===== src/rtl/srl_pkg.sv =====
// Shared types for the iterative right shifter.
// FSM states and fill-mode encodings.
package srl_pkg;

  typedef enum logic [1:0] {
    IDLE,
    SHIFT,
    DONE
  } srl_state_t;

  localparam logic FILL_LOGIC = 1'b0;
  localparam logic FILL_ARITH = 1'b1;

endpackage


===== src/rtl/srl_step.sv =====
// One-position right shift with an explicit fill bit.
// Pure combinational datapath slice.
module srl_step
  import srl_pkg::*;
#(
  parameter int N = 8
) (
  input  logic [N-1:0] a,
  input  logic         fill,
  output logic [N-1:0] y
);

  // shift right by one, inserting fill at the MSB
  always_comb begin
    y = {fill, a[N-1:1]};
  end

endmodule


===== src/rtl/srl_seq.sv =====
// Iterative right shifter, one bit per enabled clock.
// start/busy/done handshake; logical or arithmetic fill.
module srl_seq
  import srl_pkg::*;
#(
  parameter int N     = 8,
  parameter int AMT_N = 3
) (
  input  logic             clk,
  input  logic             rst,
  input  logic             en,
  input  logic             start,
  input  logic [N-1:0]     d,
  input  logic [AMT_N-1:0] amt,
  input  logic             arith,
  output logic             busy,
  output logic             done,
  output logic [N-1:0]     out
);

  srl_state_t       state_q, state_d;
  logic [N-1:0]     shreg_q, shreg_d;
  logic [AMT_N-1:0] cnt_q, cnt_d;
  logic             arith_q, arith_d;
  logic [N-1:0]     out_q, out_d;

  logic             fill;
  logic [N-1:0]     step_y;

  // sign fill takes the MSB, which the shift itself preserves
  always_comb begin
    fill = 1'b0;
    if (arith_q == FILL_ARITH) begin
      fill = shreg_q[N-1];
    end
  end

  srl_step #(
    .N(N)
  ) u_step (
    .a   (shreg_q),
    .fill(fill),
    .y   (step_y)
  );

  // next-state, counter and result update
  always_comb begin
    state_d = state_q;
    shreg_d = shreg_q;
    cnt_d   = cnt_q;
    arith_d = arith_q;
    out_d   = out_q;
    if (en) begin
      unique case (state_q)
        IDLE: begin
          if (start) begin
            shreg_d = d;
            cnt_d   = amt;
            arith_d = arith;
            if (amt == '0) begin
              state_d = DONE;
              out_d   = d;
            end else begin
              state_d = SHIFT;
            end
          end
        end
        SHIFT: begin
          shreg_d = step_y;
          cnt_d   = cnt_q - AMT_N'(1);
          if (cnt_q == AMT_N'(1)) begin
            state_d = DONE;
            out_d   = step_y;
          end
        end
        DONE: begin
          state_d = IDLE;
        end
        default: begin
          state_d = IDLE;
        end
      endcase
    end
  end

  // state registers, cleared asynchronously
  always_ff @(posedge clk or negedge rst) begin
    if (!rst) begin
      state_q <= IDLE;
      shreg_q <= '0;
      cnt_q   <= '0;
      arith_q <= FILL_LOGIC;
      out_q   <= '0;
    end else begin
      state_q <= state_d;
      shreg_q <= shreg_d;
      cnt_q   <= cnt_d;
      arith_q <= arith_d;
      out_q   <= out_d;
    end
  end

  // status decoded straight from state
  always_comb begin
    busy = (state_q != IDLE);
    done = (state_q == DONE);
    out  = out_q;
  end

endmodule


===== config.mk =====
export PLATFORM = sky130hd
export DESIGN_NAME = srl_seq
export DESIGN_NICKNAME = d
export VERILOG_FILES = /design/src/rtl/srl_pkg.sv /design/src/rtl/srl_step.sv /design/src/rtl/srl_seq.sv
export SDC_FILE = /design/constraint.sdc
export NUM_CORES = 1
export LEC_CHECK = 0
export BUFFER_PORTS_ARGS = -buffer_cell sky130_fd_sc_hd__buf_2
export CAP_MARGIN = 20
export CELL_PAD_IN_SITES_DETAIL_PLACEMENT = 1
export CELL_PAD_IN_SITES_GLOBAL_PLACEMENT = 2
export CORE_MARGIN = 3
export CORE_UTILIZATION = 31
export CTS_CLUSTER_DIAMETER = 30
export CTS_CLUSTER_SIZE = 10
export DETAILED_ROUTE_END_ITERATION = 10
export PLACE_DENSITY_LB_ADDON = 0.08
export SLEW_MARGIN = 20
export SYNTH_ARGS = -nofsm -noshare
export SYNTH_HDL_FRONTEND = slang
export SYNTH_SLANG_ARGS = --single-unit

===== constraint.sdc =====
create_clock -name clk -period 1.65 [get_ports clk]
set_input_delay 0.33 -clock clk [delete_from_list [all_inputs] [get_ports clk]]
set_output_delay 0.33 -clock clk [all_outputs]
set_load 0.03 [all_outputs]

* After elaboration in Yosys (flattened, before gate mapping)
Index checks and enable logic that the tools add are counted. W data, S select, Z words.
Operators by class: $add $sub $neg 1, equality and inequality tests 6, mux-type cells 13, reductions and logical operators 8
Operator list (count):
- $mux W8 | 4
- $pmux W8 S2 | 2
- $reduce_and A3 Y1 | 3
- $mux W2 | 3
- $ne A2 B2 Y1 const B | 3
- $pmux W3 S2 | 1
- $reduce_and A5 Y1 | 1
- $pmux W2 S2 | 1
- $reduce_bool A2 Y1 | 2
- $eq A3 B1 Y1 const B | 1
- $logic_not A3 Y1 | 1
- $mux W3 | 1
- $sub A3 B1 Y3 const B | 1
- $eq A2 B1 Y1 const B | 1
- $eq A2 B2 Y1 const B | 1
- $logic_not A2 Y1 | 1
- $mux W1 | 1
Word-level totals: register bits 22, input bits 16, output and inout port bits 10

* Longest topological paths before layout
Gate-level depths: netlist of run 1.
word-level depth 4, depth in mapped cells 5, mapped depth without buffers 5

* Modules after synthesis
A second synthesis of run 1 with hierarchy kept.
Second synthesis, totals: cell total of the unflattened synthesis 90, area, all modules 1143.6 µm²
Modules (own cells, without submodules):
- srl_seq | instances 1, cells an instance 82, area an instance 1083.5 µm², seq. area each 550.5 µm²
- srl_step | instances 1, cells an instance 8, area an instance 60.1 µm², seq. area each 0.0 µm²

* Least setup slack after synthesis of run 1
No wires, ideal clock.
kind register to register, start register cnt_q[0], end register out_q[0], in the netlist out[0], arrival time 1452 ps, data required time 1525 ps, setup slack 74 ps, stages on the path, launching flop included 5, period minus slack after synthesis 1576 ps, cell sequence dfrtp_1 ha_1 and2b_2 a32oi_4 mux2_2
Between the ends: longest elaborated chain between the ends 3
Ends and longest elaborated chain:
- start, declared | line srl_seq.sv:23 | logic [AMT_N-1:0] cnt_q, cnt_d;
- start signal, assigned | line srl_seq.sv:97 | cnt_q <= cnt_d;
- $eq A3 B1 Y1 | line srl_seq.sv:71 | if (cnt_q == AMT_N'(1)) begin
- $ne A2 B2 Y1 (no line)
- $reduce_and A5 Y1 (no line)
- end signal, assigned | line srl_seq.sv:99 | out_q <= out_d;
- end, declared | line srl_seq.sv:25 | logic [N-1:0] out_q, out_d;
No other way between the ends. A chain may end at the register's enable or synchronous reset.

* Worst setup path after layout of run 1
start register cnt_q[0], end register out_q[3], in the netlist out[3]
Same word-level chain as after synthesis.

==> results of run 1 <==
sequential cells by signal, indices dropped and copies added, names as in the netlist:
| signal | count |
|---|---|
| arith_q | 1 |
| cnt_q | 3 |
| out | 8 |
| shreg_q | 7 |
| state_q | 2 |
timing repair:
action,in CTS,in global routing
hold buffers,1,0
endpoints found under the setup margin,7,14
hold endpoints to repair,21,0
buffers inserted,0,2
gates resized for setup,2,9
pin swaps,1,0
layout make-up:
cell class,instances,area [sq um]
Inverter,6,22.5
Clock buffer,4,26.3
Tap cell,44,55.1
Timing Repair Buffer,39,243
Sequential cell,21,526
Multi-Input combinational cell,50,504
Fill cell,357,1750
per-stage QoR:
stage / util (%) / setup TNS, ns
floorplan: - / 0
global placement: 41.5 / 0
detailed placement: 41.5 / -0.0247
CTS: 42.9 / 0
global route: 44.0 / -0.114
finish: 44.0 / 0
worst register-to-register path, delay by kind of cell (launching register included):
family	cells	cell delay [ns]
buffers and inverters	1	0.16
flip-flops	1	0.41
AO/OA/AOI/OAI	1	0.23
AND/OR/NAND/NOR	1	0.21
multiplexers	1	0.32
adder cells (fa/ha/maj)	1	0.19
how the worst max path moves through the flow:
stage | start | to | slack, ns | cells after the start
finish | cnt_q[0] | out[3] | 0.02 | 5
global route | cnt_q[0] | out[3] | -0.03 | 5
CTS | state_q[0] | busy | 0.01 | 4
detailed placement | cnt_q[0] | out[7] | -0.009 | 5
global placement | cnt_q[0] | out[2] | 0.02 | 5
floorplan | cnt_q[0] | out[0] | 0.07 | 4
where the power goes:
part / internal (W) / switching, W
Sequential: 0.000758 / 0.000134
Clock: 0.0000940 / 0.000151
Combinational: 0.000776 / 0.000742
synth_stat cells (all sizes together):
library cell	count
a211oi	1
a22oi	1
a2bb2oi	1
a32oi	1
and2b	1
and4bb	1
buf	1
dfrtp	21
ha	2
inv	6
mux2	24
mux2i	2
nand2	3
nand2b	1
nand3b	1
nor2	3
nor2b	1
nor3	1
o21ai	1
o22a	1
o22ai	2
o2bb2ai	1
or2b	1
cell families after synthesis:
kind of cell,synth area share (%)
muxes,27.8
DFF,50.2
and+or+nand+nor,8.14
AOI/OAI and AO/OA,8.25
buffers and inverters,3.23
adders and majority gates,2.39
routing by layer:
| metal | GRT usage [%] | routed length [um] |
|---|---|---|
| met5 | 0 | 0 |
| met4 | 4.85 | 21 |
| met3 | 2.81 | 61 |
| met2 | 21.4 | 1200 |
| met1 | 15.2 | 1140 |
==> results.yml, run 1 <==
outcome:
  outcome: "completed"
drt:
  routed_wl_um: 2420
  drt_iter0_drc: 12
  drcViolationCount: 0
  via_count: 768
  ant_nets: 0
  wl_per_cell_um: 14.8
  via_per_inst: 4.68
  first_pass_iters: 4
floorplan:
  io_pins: 26
  core_sq_um: 3130
  start_util_pct: 33.4
  fp.dieW_um: 64.1
  die_h_um: 64.1
  placementRows: 20
  die_area_sq_um: 4110
logic_synthesis:
  ys_ff_latch: 21
  yosysTopAreaCell: "dfrtp_1"
  syn-num-nets: 96
  synth_area_leaders: "dfrtp_1, mux2_2, a32oi_4"
  synth_top_cell_area_share_pct: 50.2
  ys_warn_count: 0
  synth-seq-area-share_pct: 50.2
  synth_area_sq_um: 1050
  syn_area_per_cell_sq_um: 13.4
  syn_inst: 78
  ys_types: 24
critical_path:
  crit_slowest_cell: "dfrtp_1"
  slowest_delay_ns: 0.41
  critPathMaxFanout: 3
  crit_path_cell_trace: "ha_1 -> and2b_2 -> a32oi_4 -> buf_4 -> mux2_2"
  rrSetupSlack_ns: 0.02
  regToRegEndpoint: "out[3]"
  r2r_cells: 5
  r2r_start: "cnt_q[0]"
  cp-end-kind: "register"
  crit_arrival_ns: 1.82
  critPathBufInv: 1
  critical_path_class: "register to register"
  required_ns: 1.84
  cp_top_family: "flip-flops"
  timing.critical_path.from_type: "register"
clock_tree:
  numCtsBuffers: 3
  worstSkewPairLatency_ns: 0.30
  clockBufferDepth: 2
  cts_tree: "yes"
  cts_max_level: 1
  cts_sinks: 21
  cts_root_buf: "clkbuf_4"
  clk_pin_slew_ns: 0.11
final_layout:
  final_area_sq_um: 1380
  drive_gt1_share_pct: 60.8
  syn_to_final_growth_pct: 31.6
  final_cell_mix: "buf_2, dfrtp_1, mux2_2, buf_4"
  final_cells: 164
  antenna_cells: 0
  final_nets: 139
  final_common_cell: "buf_2"
power_and_ir_drop:
  p_leak_nw: 0.679
  power_w: 0.00265
  peakVddDrop_mv: 0.616
  power_density_nw_per_um2: 1930
worst_hold_path:
  hold_path_class: "input port to register"
  hold_start: "arith"
  hold_depth: 2
  hold_end: "arith_q"
place:
  placed_area_sq_um: 1300
  dp.cells: 157
  port_buffers: 25
  hpwl_um: 1860
  gp_routability_congestion: 0.677
  post-place-ws_ns: -0.00923
sta:
  max_freq_mhz: 615
  fin_skew_ns: 0.00172
  min_period_ns: 1.63
  rsz0062_at_grt: "true"
  finalCritPeriodShare_pct: 98.6
  hold_slack_ns: 0.262
  setup-violations-final: 0
  drv_slew: 0
  finalWorstSetupSlack_ns: 0.0233
  tightest_slew_ns: 0.485
  maxSlewHeadroom_pct: 67.7
  hold_viol: 0
global_routing:
  grt_antenna_before_repair: 0
  grt_pass1_wl_um: 3870
  overflow: 0
  grt_max_degree: 22
  grt_pass1_vias: 823
  track_usage_pct: 12.5
run:
  maxCapViolCount: 0
Power figures use the tool's default switching activity.
==> run 2, diff against run 1 <==
--- a/config.mk
+++ b/config.mk
@@ -15,4 +15,5 @@
 export CTS_CLUSTER_SIZE = 10
 export DETAILED_ROUTE_END_ITERATION = 10
+export MAX_ROUTING_LAYER = met4
 export PLACE_DENSITY_LB_ADDON = 0.08
 export SLEW_MARGIN = 20
==> constraint.sdc (replaced) <==
create_clock -name clk -period 1.65 [get_ports clk]
set_input_delay 0.4125 -clock clk [delete_from_list [all_inputs] [get_ports clk]]
set_output_delay 0.4125 -clock clk [all_outputs]
set_load 0.03 [all_outputs]
==> run 2 against run 1 <==
Routed wire length fell by 2.8%; sequential power is 1% higher; clock-buffer cell count shrank 1; total power grew 5.0%; sequential share of layout area shrank 1.4 points; core utilization increased by 1.8 points; first-iteration DRC count grew to 2.8 times the previous value; sequential cell count did not move; clock skew grew 0.0023 ns; critical endpoint is now out[1].
==> results.yml, run 2 (synthesized netlist as in run 1, its figures left out) <==
outcome:
  outcome: "completed"
floorplan:
  core_sq_um: 3130
  start_util_pct: 33.4
  die_area_sq_um: 4110
  die_h_um: 64.1
  placementRows: 20
  fp.dieW_um: 64.1
  io_pins: 26
sta:
  finalWorstSetupSlack_ns: 0.0165
  max_freq_mhz: 612
  finalCritPeriodShare_pct: 99.0
  drv_slew: 0
  maxSlewHeadroom_pct: 66.9
  tightest_slew_ns: 0.496
  min_period_ns: 1.63
  fin_skew_ns: 0.00398
  rsz0062_at_grt: "true"
  hold_viol: 0
  setup-violations-final: 0
clock_tree:
  numCtsBuffers: 3
  worstSkewPairLatency_ns: 0.30
  clk_pin_slew_ns: 0.12
  cts_tree: "yes"
  cts_sinks: 21
  cts_max_level: 1
  cts_hold_buffers: 0
  clockBufferDepth: 2
  cts_root_buf: "clkbuf_4"
place:
  post-place-ws_ns: -0.0298
  placed_area_sq_um: 1310
  port_buffers: 25
  hpwl_um: 1830
  gp_routability_congestion: 0.734
final_layout:
  fillers: 351
  final_area_sq_um: 1430
  antenna_cells: 0
  final_cell_mix: "buf_2, dfrtp_1, mux2_2, buf_4, mux2_4"
  seq_area_sq_um: 527
  final_nets: 139
  largest_register_ffs: 8
  multi_input_area_sq_um: 539
  syn_to_final_growth_pct: 36.8
  drive_gt1_share_pct: 65.8
  fin_util_pct: 45.8
  final_common_cell: "buf_2"
run:
  maxCapViolCount: 0
power_and_ir_drop:
  power_density_nw_per_um2: 1950
  peakVddDrop_mv: 0.708
  p_leak_nw: 0.714
drt:
  drt_iter0_drc: 34
  via_count: 758
  drcViolationCount: 0
  wl_per_cell_um: 14.4
  first_pass_iters: 3
  via_per_inst: 4.62
  ant_nets: 0
  routed_wl_um: 2350
critical_path:
  critPathMaxFanout: 5
  cp-end-kind: "register"
  r2r_start: "cnt_q[0]"
  timing.critical_path.from_type: "register"
  r2r_cells: 5
  critical_path_class: "register to register"
  crit_arrival_ns: 1.83
  required_ns: 1.85
  regToRegEndpoint: "out[1]"
  rrSetupSlack_ns: 0.02
global_routing:
  grt_max_degree: 22
  grt_antenna_before_repair: 0
  grt_pass1_vias: 865
  track_usage_pct: 13.1
  grt_pass1_wl_um: 4020
  overflow: 0
worst_hold_path:
  hold_path_class: "input port to async pin"
==> run 2: layout make-up <==
class,count,area share (%)
clock inverter,1,0.350
inverter,6,1.75
multi-input combinational,50,37.7
tap,44,3.85
sequential,21,36.8
timing repair buffer,39,18.0
clock buffer,3,1.57
==> run 2: worst max-delay path, stage by stage, from the launching register on <==
cell	delay [ns]
dfrtp_1	0.43
ha_4	0.16
and2b_2	0.21
a32oi_4	0.26
buf_6	0.16
mux2_4	0.30
==> run 2: worst max path at each step <==
stage,start,end,slack [ns]
floorplan,cnt_q[0],out[0],0.07
global route,cnt_q[1],out[1],-0.05
global placement,cnt_q[0],out[4],0.04
CTS,state_q[0],busy,0.005
detailed placement,cnt_q[0],out[1],-0.03
finish,cnt_q[0],out[1],0.02
==> run 2: layer usage <==
metal | vias up | wire length (um) | global-route usage, %
li1 | 363 | - | -
met1 | 381 | 1160 | 16.8
met2 | 12 | 1080 | 20.1
met3 | 2 | 91 | 2.99
met4 | 0 | 21 | 4.85
met5 | - | 0 | -
==> run 2: power by group <==
part | switching, W | total, W | leakage (nW) | internal [W]
clock | 0.000160 | 0.000250 | 0.0177 | 0.0000903
combinational | 0.000761 | 0.00163 | 0.440 | 0.000872
sequential | 0.000145 | 0.000904 | 0.256 | 0.000759
total | 0.00107 | 0.00279 | 0.714 | 0.00172
==> run 2: what timing repair did <==
action	CTS	global route
setup endpoints to repair	9	15
resized for setup	2	26
pin swaps	1	2
buffers inserted	0	2
==> run 2: through the flow <==
stage / total power, W / hold slack [ns] / std cells / setup TNS, ns
after floorplan: 0.00190 / 0.117 / 78 / 0
after global placement: 0.00232 / 0.414 / 158 / 0
after detailed placement: 0.00235 / 0.409 / 158 / -0.180
after CTS: 0.00262 / 0.0598 / 162 / 0
after global routing: 0.00302 / 0.0561 / 164 / -0.272
final: 0.00279 / 0.0525 / 164 / 0
==> run 3, diff against run 2 <==
- CTS_BUF_LIST: not set -> sky130_fd_sc_hd__clkbuf_16
==> run 3 against run 2 <==
Total power increased by 6.9%; core utilization increased by 0.60 points; first-iteration DRC count increased by 15%; combinational power decreased by 4%; cell area increased by 1.3%; die area unchanged.
==> results.yml, run 3 (synthesized netlist as in run 1, its figures left out) <==
drt:
  routed_wl_um: 2340
  drt_iter0_drc: 39
  via_per_inst: 4.64
  drcViolationCount: 0
  first_pass_iters: 4
  via_count: 756
  wl_per_cell_um: 14.4
  ant_nets: 0
final_layout:
  multi_input_area_sq_um: 534
  drive_gt1_share_pct: 62.2
  final_common_cell: "buf_2"
  final_cells: 163
  antenna_cells: 0
  final_cell_mix: "buf_2, dfrtp_1, mux2_2, buf_4, mux2_4"
  largest_register_ffs: 8
  syn_to_final_growth_pct: 38.6
  fillers: 348
  final_nets: 138
  fin_util_pct: 46.4
  seq_area_sq_um: 526
critical_path:
  required_ns: 1.79
  critPathMaxFanout: 5
  critical_path_class: "register to register"
  slowest_delay_ns: 0.41
  timing.critical_path.from_type: "register"
  crit_arrival_ns: 1.76
  cp-end-kind: "register"
  cp_top_family: "flip-flops"
  critPathBufInv: 1
  crit_slowest_cell: "dfrtp_1"
  crit_path_cell_trace: "ha_4 -> and2b_2 -> a32oi_4 -> buf_6 -> mux2_4"
global_routing:
  track_usage_pct: 13.1
  grt_antenna_before_repair: 0
  overflow: 0
  grt_pass1_vias: 852
  grt_max_degree: 22
  grt_pass1_wl_um: 4020
run:
  maxCapViolCount: 0
sta:
  hold_viol: 0
  fin_skew_ns: 0.00206
  drv_slew: 0
  finalCritPeriodShare_pct: 98.6
  max_freq_mhz: 615
  tightest_slew_ns: 0.487
  maxSlewHeadroom_pct: 67.5
  setup-violations-final: 0
  rsz0062_at_grt: "true"
  min_period_ns: 1.63
  finalWorstSetupSlack_ns: 0.0236
place:
  port_buffers: 25
  hpwl_um: 1830
  dp.cells: 158
  post-place-ws_ns: -0.0298
  gp_routability_congestion: 0.734
clock_tree:
  numCtsBuffers: 3
  cts_hold_buffers: 0
  cts_root_buf: "clkbuf_16"
  cts_max_level: 1
  worstSkewPairLatency_ns: 0.25
  clockBufferDepth: 2
  cts_sinks: 21
  cts_tree: "yes"
  clk_pin_slew_ns: 0.06
floorplan:
  core_sq_um: 3130
  die_h_um: 64.1
  die_area_sq_um: 4110
  start_util_pct: 33.4
  fp.dieW_um: 64.1
  placementRows: 20
  io_pins: 26
worst_hold_path:
  hold_path_class: "input port to async pin"
outcome:
  outcome: "completed"
power_and_ir_drop:
  power_w: 0.00298
  p_leak_nw: 0.727
  power_density_nw_per_um2: 2050
  peakVddDrop_mv: 0.935
run 3: layout make-up:
type	instances	area share [%]
multi-input combinational	50	36.8
sequential	21	36.2
timing repair buffer	38	16.0
clock buffer	3	5.18
tap	44	3.80
inverter	6	1.55
clock inverter	1	0.345
run 3: final timing paths:
| path | to | slack [ns] | start | cells past startpoint |
|---|---|---|---|---|
| max | out[1] | 0.02 | cnt_q[0] | 5 |
| min reg2reg | shreg_q[6] | 0.50 | shreg_q[6] | 1 |
| min | out[5] | 0.12 | rst | 1 |
| min in group clk | arith_q | 0.39 | arith | 2 |
| max reg2reg | out[1] | 0.02 | cnt_q[0] | 5 |
| max in group asynchronous | out[0] | 1.20 | rst | 1 |
run 3: repair_timing:
| action | 4_1_cts | 5_1_grt |
|---|---|---|
| hold endpoints to repair | 0 | 0 |
| buffers inserted | 0 | 1 |
| pin swaps | 1 | 2 |
| endpoints found under the setup margin | 8 | 10 |
| resized for setup | 2 | 14 |
run 3: layer usage:
metal	up-vias	wire length (um)	track usage, %
met5	-	0	-
met3	4	119	4.22
met2	15	1040	19.6
met4	0	23	3.77
met1	376	1160	16.8
li1	361	-	-
run 3: metrics by stage:
stage                     hold WS, ns  TNS (ns)  instance area, sq um
after global routing            0.152    -0.334                  1450
after detailed placement        0.409    -0.180                  1310
final                           0.116         0                  1450
after floorplan                 0.117         0                  1050
after global placement          0.414         0                  1310
after CTS                       0.140         0                  1390
run 3: power by group:
| group | total (W) | switching, W | internal [W] |
|---|---|---|---|
| logic | 0.00156 | 0.000737 | 0.000827 |
| registers | 0.000904 | 0.000142 | 0.000761 |
| clock network | 0.000512 | 0.000186 | 0.000325 |
